<file path="src/rtl/mux_pkg.sv">
`default_nettype none
// ============================================================================
// Module   : mux_pkg
// Purpose  : Shared constants and types for the 2:1 lane merger.
//            c_DATA_W_DEFAULT - default data bus width
//            lane_e           - lane index used for the selector and grant
// Revision : 1.0 - initial release
// ============================================================================
package mux_pkg;

    localparam int c_DATA_W_DEFAULT = 8;

    typedef enum logic {
        LANE0 = 1'b0,
        LANE1 = 1'b1
    } lane_e;

endpackage : mux_pkg
`default_nettype wire

</file>
<file path="src/rtl/lane_fifo.sv">
`default_nettype none
// ============================================================================
// Module   : lane_fifo
// Purpose  : Synchronous DEPTH-entry FIFO for one input lane.
// Ports    : clk, reset   - clock, asynchronous active-high reset
//            data_i       - write data
//            push_i       - write request (dropped when full)
//            pop_i        - read request (ignored when empty)
//            head_o       - word at the read pointer
//            count_o      - number of stored words
//            full_o       - count equals DEPTH
//            overflow_o   - sticky: a write was dropped
// Revision : 1.0 - initial release
// ============================================================================
module lane_fifo #(
    parameter int DATA_W = 8,
    parameter int DEPTH  = 4,
    localparam int PTR_W = $clog2(DEPTH),
    localparam int CNT_W = PTR_W + 1
) (
    input  logic              clk,
    input  logic              reset,
    input  logic [DATA_W-1:0] data_i,
    input  logic              push_i,
    input  logic              pop_i,
    output logic [DATA_W-1:0] head_o,
    output logic [CNT_W-1:0]  count_o,
    output logic              full_o,
    output logic              overflow_o
);

    logic [DATA_W-1:0] mem_q [DEPTH];
    logic [PTR_W-1:0]  wr_ptr_q;
    logic [PTR_W-1:0]  rd_ptr_q;
    logic [CNT_W-1:0]  count_q;
    logic [CNT_W-1:0]  count_d;
    logic              overflow_q;
    logic              w_full;
    logic              w_push;
    logic              w_pop;

    // Full is taken from the registered count only, so a push into a full
    // FIFO is dropped even when the same edge pops it.
    assign w_full = (count_q == CNT_W'(DEPTH));
    assign w_push = push_i & ~w_full;
    assign w_pop  = pop_i & (count_q != '0);

    always_comb begin
        count_d = count_q;
        case ({w_push, w_pop})
            2'b10:   count_d = count_q + CNT_W'(1);
            2'b01:   count_d = count_q - CNT_W'(1);
            default: count_d = count_q;
        endcase
    end

    always_ff @(posedge clk or posedge reset) begin
        if (reset) begin
            wr_ptr_q   <= '0;
            rd_ptr_q   <= '0;
            count_q    <= '0;
            overflow_q <= 1'b0;
        end else begin
            // Pointers are log2(DEPTH) bits wide and wrap on their own.
            if (w_push) wr_ptr_q <= wr_ptr_q + PTR_W'(1);
            if (w_pop)  rd_ptr_q <= rd_ptr_q + PTR_W'(1);
            count_q    <= count_d;
            overflow_q <= overflow_q | (push_i & w_full);
        end
    end

    // Storage carries no reset; validity is tracked by the count.
    always_ff @(posedge clk) begin
        if (w_push) mem_q[wr_ptr_q] <= data_i;
    end

    assign head_o     = mem_q[rd_ptr_q];
    assign count_o    = count_q;
    assign full_o     = w_full;
    assign overflow_o = overflow_q;

endmodule : lane_fifo
`default_nettype wire

</file>
<file path="src/rtl/mux_2x1_arb.sv">
`default_nettype none
// ============================================================================
// Module   : mux_2x1_arb
// Purpose  : Merges two valid-qualified lanes onto one registered output.
//            Each lane is buffered in a lane_fifo; an arbiter pops at most
//            one FIFO per cycle and tags the word with its source lane.
// Config   : ARB_ROUND_ROBIN_EN defined   -> round-robin arbitration
//            ARB_ROUND_ROBIN_EN undefined -> fixed priority, lane 0 first
// Ports    : clk, reset            - clock, asynchronous active-high reset
//            dataIn0/1, validIn0/1 - input lanes
//            full0/1               - lane FIFO full
//            overflow0/1           - sticky dropped-write flags
//            dataOut, validOut     - merged output word and strobe
//            selectorOut           - source lane of dataOut
// Revision : 1.0 - initial release
// ============================================================================
module mux_2x1_arb
    import mux_pkg::*;
#(
    parameter int DATA_W = c_DATA_W_DEFAULT,
    parameter int DEPTH  = 4
) (
    input  logic              clk,
    input  logic              reset,
    input  logic [DATA_W-1:0] dataIn0,
    input  logic              validIn0,
    input  logic [DATA_W-1:0] dataIn1,
    input  logic              validIn1,
    output logic              full0,
    output logic              full1,
    output logic              overflow0,
    output logic              overflow1,
    output logic [DATA_W-1:0] dataOut,
    output logic              validOut,
    output logic              selectorOut
);

    localparam int c_CNT_W = $clog2(DEPTH) + 1;

    logic [DATA_W-1:0]  w_head0;
    logic [DATA_W-1:0]  w_head1;
    logic [c_CNT_W-1:0] w_count0;
    logic [c_CNT_W-1:0] w_count1;
    logic               w_ne0;
    logic               w_ne1;
    logic               w_pop0;
    logic               w_pop1;
    lane_e              w_lane;

    logic [DATA_W-1:0]  data_q;
    logic               valid_q;
    lane_e              sel_q;
`ifdef ARB_ROUND_ROBIN_EN
    lane_e              last_grant_q;
`endif

    lane_fifo #(.DATA_W(DATA_W), .DEPTH(DEPTH)) u_fifo0 (
        .clk        (clk),
        .reset      (reset),
        .data_i     (dataIn0),
        .push_i     (validIn0),
        .pop_i      (w_pop0),
        .head_o     (w_head0),
        .count_o    (w_count0),
        .full_o     (full0),
        .overflow_o (overflow0)
    );

    lane_fifo #(.DATA_W(DATA_W), .DEPTH(DEPTH)) u_fifo1 (
        .clk        (clk),
        .reset      (reset),
        .data_i     (dataIn1),
        .push_i     (validIn1),
        .pop_i      (w_pop1),
        .head_o     (w_head1),
        .count_o    (w_count1),
        .full_o     (full1),
        .overflow_o (overflow1)
    );

    assign w_ne0 = (w_count0 != '0);
    assign w_ne1 = (w_count1 != '0);

    // Arbitration looks only at the counts registered before the edge.
    always_comb begin
        w_pop0 = 1'b0;
        w_pop1 = 1'b0;
`ifdef ARB_ROUND_ROBIN_EN
        if (w_ne0 && w_ne1) begin
            // Contention: serve the lane that did not win last time.
            if (last_grant_q == LANE1) w_pop0 = 1'b1;
            else                       w_pop1 = 1'b1;
        end else if (w_ne0) begin
            w_pop0 = 1'b1;
        end else if (w_ne1) begin
            w_pop1 = 1'b1;
        end
`else
        if (w_ne0)      w_pop0 = 1'b1;
        else if (w_ne1) w_pop1 = 1'b1;
`endif
        w_lane = w_pop1 ? LANE1 : LANE0;
    end

    always_ff @(posedge clk or posedge reset) begin
        if (reset) begin
            data_q       <= '0;
            valid_q      <= 1'b0;
            sel_q        <= LANE0;
`ifdef ARB_ROUND_ROBIN_EN
            // Lane 0 wins the first contention after reset.
            last_grant_q <= LANE1;
`endif
        end else begin
            valid_q <= w_pop0 | w_pop1;
            // With no pop, data and selector hold their last values.
            if (w_pop0 | w_pop1) begin
                data_q       <= w_pop1 ? w_head1 : w_head0;
                sel_q        <= w_lane;
`ifdef ARB_ROUND_ROBIN_EN
                last_grant_q <= w_lane;
`endif
            end
        end
    end

    assign dataOut     = data_q;
    assign validOut    = valid_q;
    assign selectorOut = sel_q;

endmodule : mux_2x1_arb
`default_nettype wire

</file>
<file path="config.mk">
export PLATFORM = sky130hd
export DESIGN_NAME = mux_2x1_arb
export DESIGN_NICKNAME = d
export VERILOG_FILES = /design/src/rtl/mux_pkg.sv /design/src/rtl/lane_fifo.sv /design/src/rtl/mux_2x1_arb.sv
export SDC_FILE = /design/constraint.sdc
export NUM_CORES = 1
export LEC_CHECK = 0
export CORE_ASPECT_RATIO = 0.9
export CORE_MARGIN = 1
export CORE_UTILIZATION = 45
export CTS_CLUSTER_SIZE = 10
export DETAILED_ROUTE_END_ITERATION = 10
export SYNTH_ARGS = -nofsm -noshare
export SYNTH_HDL_FRONTEND = slang
export SYNTH_HIERARCHICAL = 1
export SYNTH_SLANG_ARGS = --single-unit
</file>
<file path="constraint.sdc">
create_clock -name clk -period 6.6 [get_ports clk]
set_input_delay 1.32 -clock clk [delete_from_list [all_inputs] [get_ports clk]]
set_output_delay 1.32 -clock clk [all_outputs]
set_load 0.01 [all_outputs]
</file>
==> impl_results.md <==
- #FFs+latches synth: 90
- Sw frac: approximately 33%
- N_diodes: 0
- CP required: 5280 ps
- Placer Congestion: around 0.69
- Cells on worst reg2reg path: 10
- Worst r2r dst: u_fifo1/count_o[2]$_DFFE_PP0P_
- Number of synthesized flops with an enable pin: 64
- Max-capacitance violation count: 0
- Setup Buffers After CTS: 0
- Clock Latency Late Sink: 360 ps
- Layout Nets: between 200 and 300
- Clock Tree Buf Depth: 2
- Final slew viol count: 0
- Net switching power: between 0.0006 and 0.0007 W
- Grt total ovfl: 0
- CTS tree: done
- Syn Std Cell Area: roughly 3700 um2
- Top sig layer: met4
- Unique cell type count in the Yosys netlist: 26
- Clk slew on worst S/H paths: ~90 ps
- DP Wirelength: around 4100 um
- Die Width: slightly below 100 um
- Cts hold-fix bufs: 0
- Dpl cells: roughly 340
- # setup viols final: 0
- Layout area overhead: 16.1%
- Row count: 31
- Post-Syn Nets: 247
- Placed cell area: between 4000 and 5000 um2
- Routed len/inst: ~17 um
- First-pass GRT wire length: ~9500 um
- Crit-path max FO: 5
- Slew headroom: between 50 and 60%
- Post-synth top flop: edfxtp_1
- Leak: about 1.6 nW
- Critical Path AT: 1740 ps
- Reg2reg start: u_fifo0/count_o[0]$_DFFE_PP0P_
- VDD IR-drop max: 0.130 mV
- Int Pwr: around 0.0013 W
- Initial core utilization: 46.2%
- Met2 routed WL: around 2900 um
- Worst hold start: u_fifo1/overflow_o$_DFF_PP0_
- CTS Buf Count: 9
- Worst-Margin Slew: between 600 and 700 ps
- Final WL: just under 6000 um
- Hold depth: 1
- Drt drc: 8
- Post-route ant nets: 0
- Final std cells w/o fill: roughly 360
- Status: complete, but fails checks
- Vias/cell: between 5 and 6
- Fin crit period: 3060 ps
- Number of global-route vias before repair: ~1800
- Die height: roughly 88 um
- Setup tns final: 0 ps
- IO buf count: 33
- Synth area leaders: edfxtp_1, dfrtp_1, mux4_2, ha_1, a21oi_1
- Largest net degree at the start of global routing: 17
- Pwr Density: 438 nW/um2
- Critical path type: register to primary output
- Clock Skew: between 10 and 15 ps
- Logic pwr share: approximately a third
- Routed vias: roughly 1800
- Post-Syn Instances: roughly 220
- Nature of the critical path endpoint: primary output
- Clock power share: roughly 18%
- Initial antenna violation count: 0
- Synthesized area per cell: approximately 17 um2
- DR pass1 iterations: 7
- Hold Path Class: register to register
- Core area: 8030 um2
- Iteration-0 DRC count of the detailed router: 52
- Failing checks: DRC
- Ys async rst share: between 20% and 30%
- Final instance area: around 4300 um2
- IO Pins: 34
- Routed length on met1: between 2000 and 3000 um
- Gr usage total: between 10% and 20%
- Post-CTS sizing: 0
- Unrepaired setup endpoints after global routing: no
- Endpoints failing hold: 0
- Fin crit share: 46.3%
- Clk sinks: 90
- Die area: around 8600 um2
- Flop2flop setup slack: ~4000 ps
- Clock root buffer: clkbuf_8
- Yosys warnings: 6
- Synth area leader: edfxtp_1
- Top-area cell type share of the netlist area: around 52%
- Hold path endpoint: u_fifo1/overflow_o$_DFF_PP0_
- Reg power frac: between 40% and 50%
- Fmax: about 0.33 GHz
- Layout cells sized above 1: 18.6%
- CTS H-tree lvls: 3
- WL met3: approximately 260 um
- CP Launch Type: register
- Register area share after synthesis: approximately 70%
area by class of cell:
cell class | count | area [um2]
well taps | 99 | 124
inverters | 16 | 60.1
repair buffers | 33 | 330
clock inverters | 6 | 48.8
clock buffers | 10 | 128
multi-input cells | 103 | 1040
flip-flops and latches | 90 | 2570
fillers | 669 | 3720
flip-flops by register name, indices dropped and copies added (netlist names):
signal / flops
u_fifo0/wr_ptr_q: 2
u_fifo0/overflow_o: 1
validOut: 1
u_fifo1/count_o: 3
u_fifo1/mem_q: 32
u_fifo0/mem_q: 32
dataOut: 8
u_fifo1/wr_ptr_q: 2
u_fifo0/rd_ptr_q: 2
u_fifo0/count_o: 3
u_fifo1/overflow_o: 1
selectorOut: 1
u_fifo1/rd_ptr_q: 2
power groups by stage:
stage / Sequential [W] / Combinational (W) / Clock, W
global placement: 0.000940 / 0.000625 / 0
global route: 0.000951 / 0.000699 / 0.000370
finish: 0.000925 / 0.000626 / 0.000335
floorplan: 0.000876 / 0.000488 / 0
CTS: 0.000932 / 0.000638 / 0.000348
detailed placement: 0.000942 / 0.000639 / 0
routing by layer:
layer | global-route usage [%] | up-vias
li1 | - | 857
met1 | 20.3 | 901
met2 | 24.8 | 39
met3 | 5.03 | 4
met4 | 4.55 | 0
met5 | 0 | -
worst max path at each step:
stage                                               from                        endpoint  slack (ps)  cells past startpoint
final                     u_fifo0/count_o[0]$_DFFE_PP0P_                           full0        3540                      2
after floorplan                                 validIn0  u_fifo0/count_o[2]$_DFFE_PP0P_        4050                      8
after global routing      u_fifo0/count_o[0]$_DFFE_PP0P_                           full0        3470                      2
after CTS                 u_fifo0/count_o[0]$_DFFE_PP0P_                           full0        3510                      2
after global placement                          validIn1  u_fifo1/count_o[2]$_DFFE_PP0P_        3580                      9
after detailed placement                        validIn0  u_fifo0/count_o[2]$_DFFE_PP0P_        3530                      9
worst max-delay path: stages, from the launching register on:
cell             delay (ps)
dfrtp_1                 490
nor3b_4                 310
clkdlybuf4s50_1         580
synth_stat cells, drive strengths merged (3+ instances only):
cell	instances
edfxtp	64
xor2	6
nor2	13
mux4	16
clkbuf	3
ha	10
buf	3
a21oi	16
dfrtp	26
xnor2	6
nand2	11
and2	8
inv	16
stage by stage:
step	worst slack, ps	hold WS, ps	utilization [%]	power (W)
after floorplan	4050	501	-	0.00136
after global placement	3580	443	51.4	0.00156
after detailed placement	3530	446	51.4	0.00158
after CTS	3510	467	53.6	0.00192
after global routing	3470	474	53.6	0.00202
final	3540	462	53.6	0.00189
cells in the final DEF (no fill, tap or decap), drive strengths merged:
cell / count
clkbuf: 10
a21oi: 16
mux4: 16
mux2i: 2
xnor2: 6
nor2b: 2
inv: 19
ha: 10
clkdlybuf4s50: 33
fa: 2
edfxtp: 64
a21o: 2
nor3b: 2
nand2: 11
o31a: 2
dfrtp: 26
xor2: 6
or3: 1
clkinvlp: 3
mux2: 2
nor2: 13
and2: 8
nor3: 2
logic make-up (layout without fill, tap and decap cells):
logic type / after synthesis / after routing / synth area share [%]
flops: 90 / 90 / 69.4
simple gates: 39 / 39 / 6.55
buf+inv: 22 / 65 / 2.50
compound gates: 20 / 20 / 3.17
mux: 20 / 20 / 11.1
fa+ha+maj: 12 / 12 / 4.46
xor+xnor: 12 / 12 / 2.84
(Power assumes the default switching activity.)
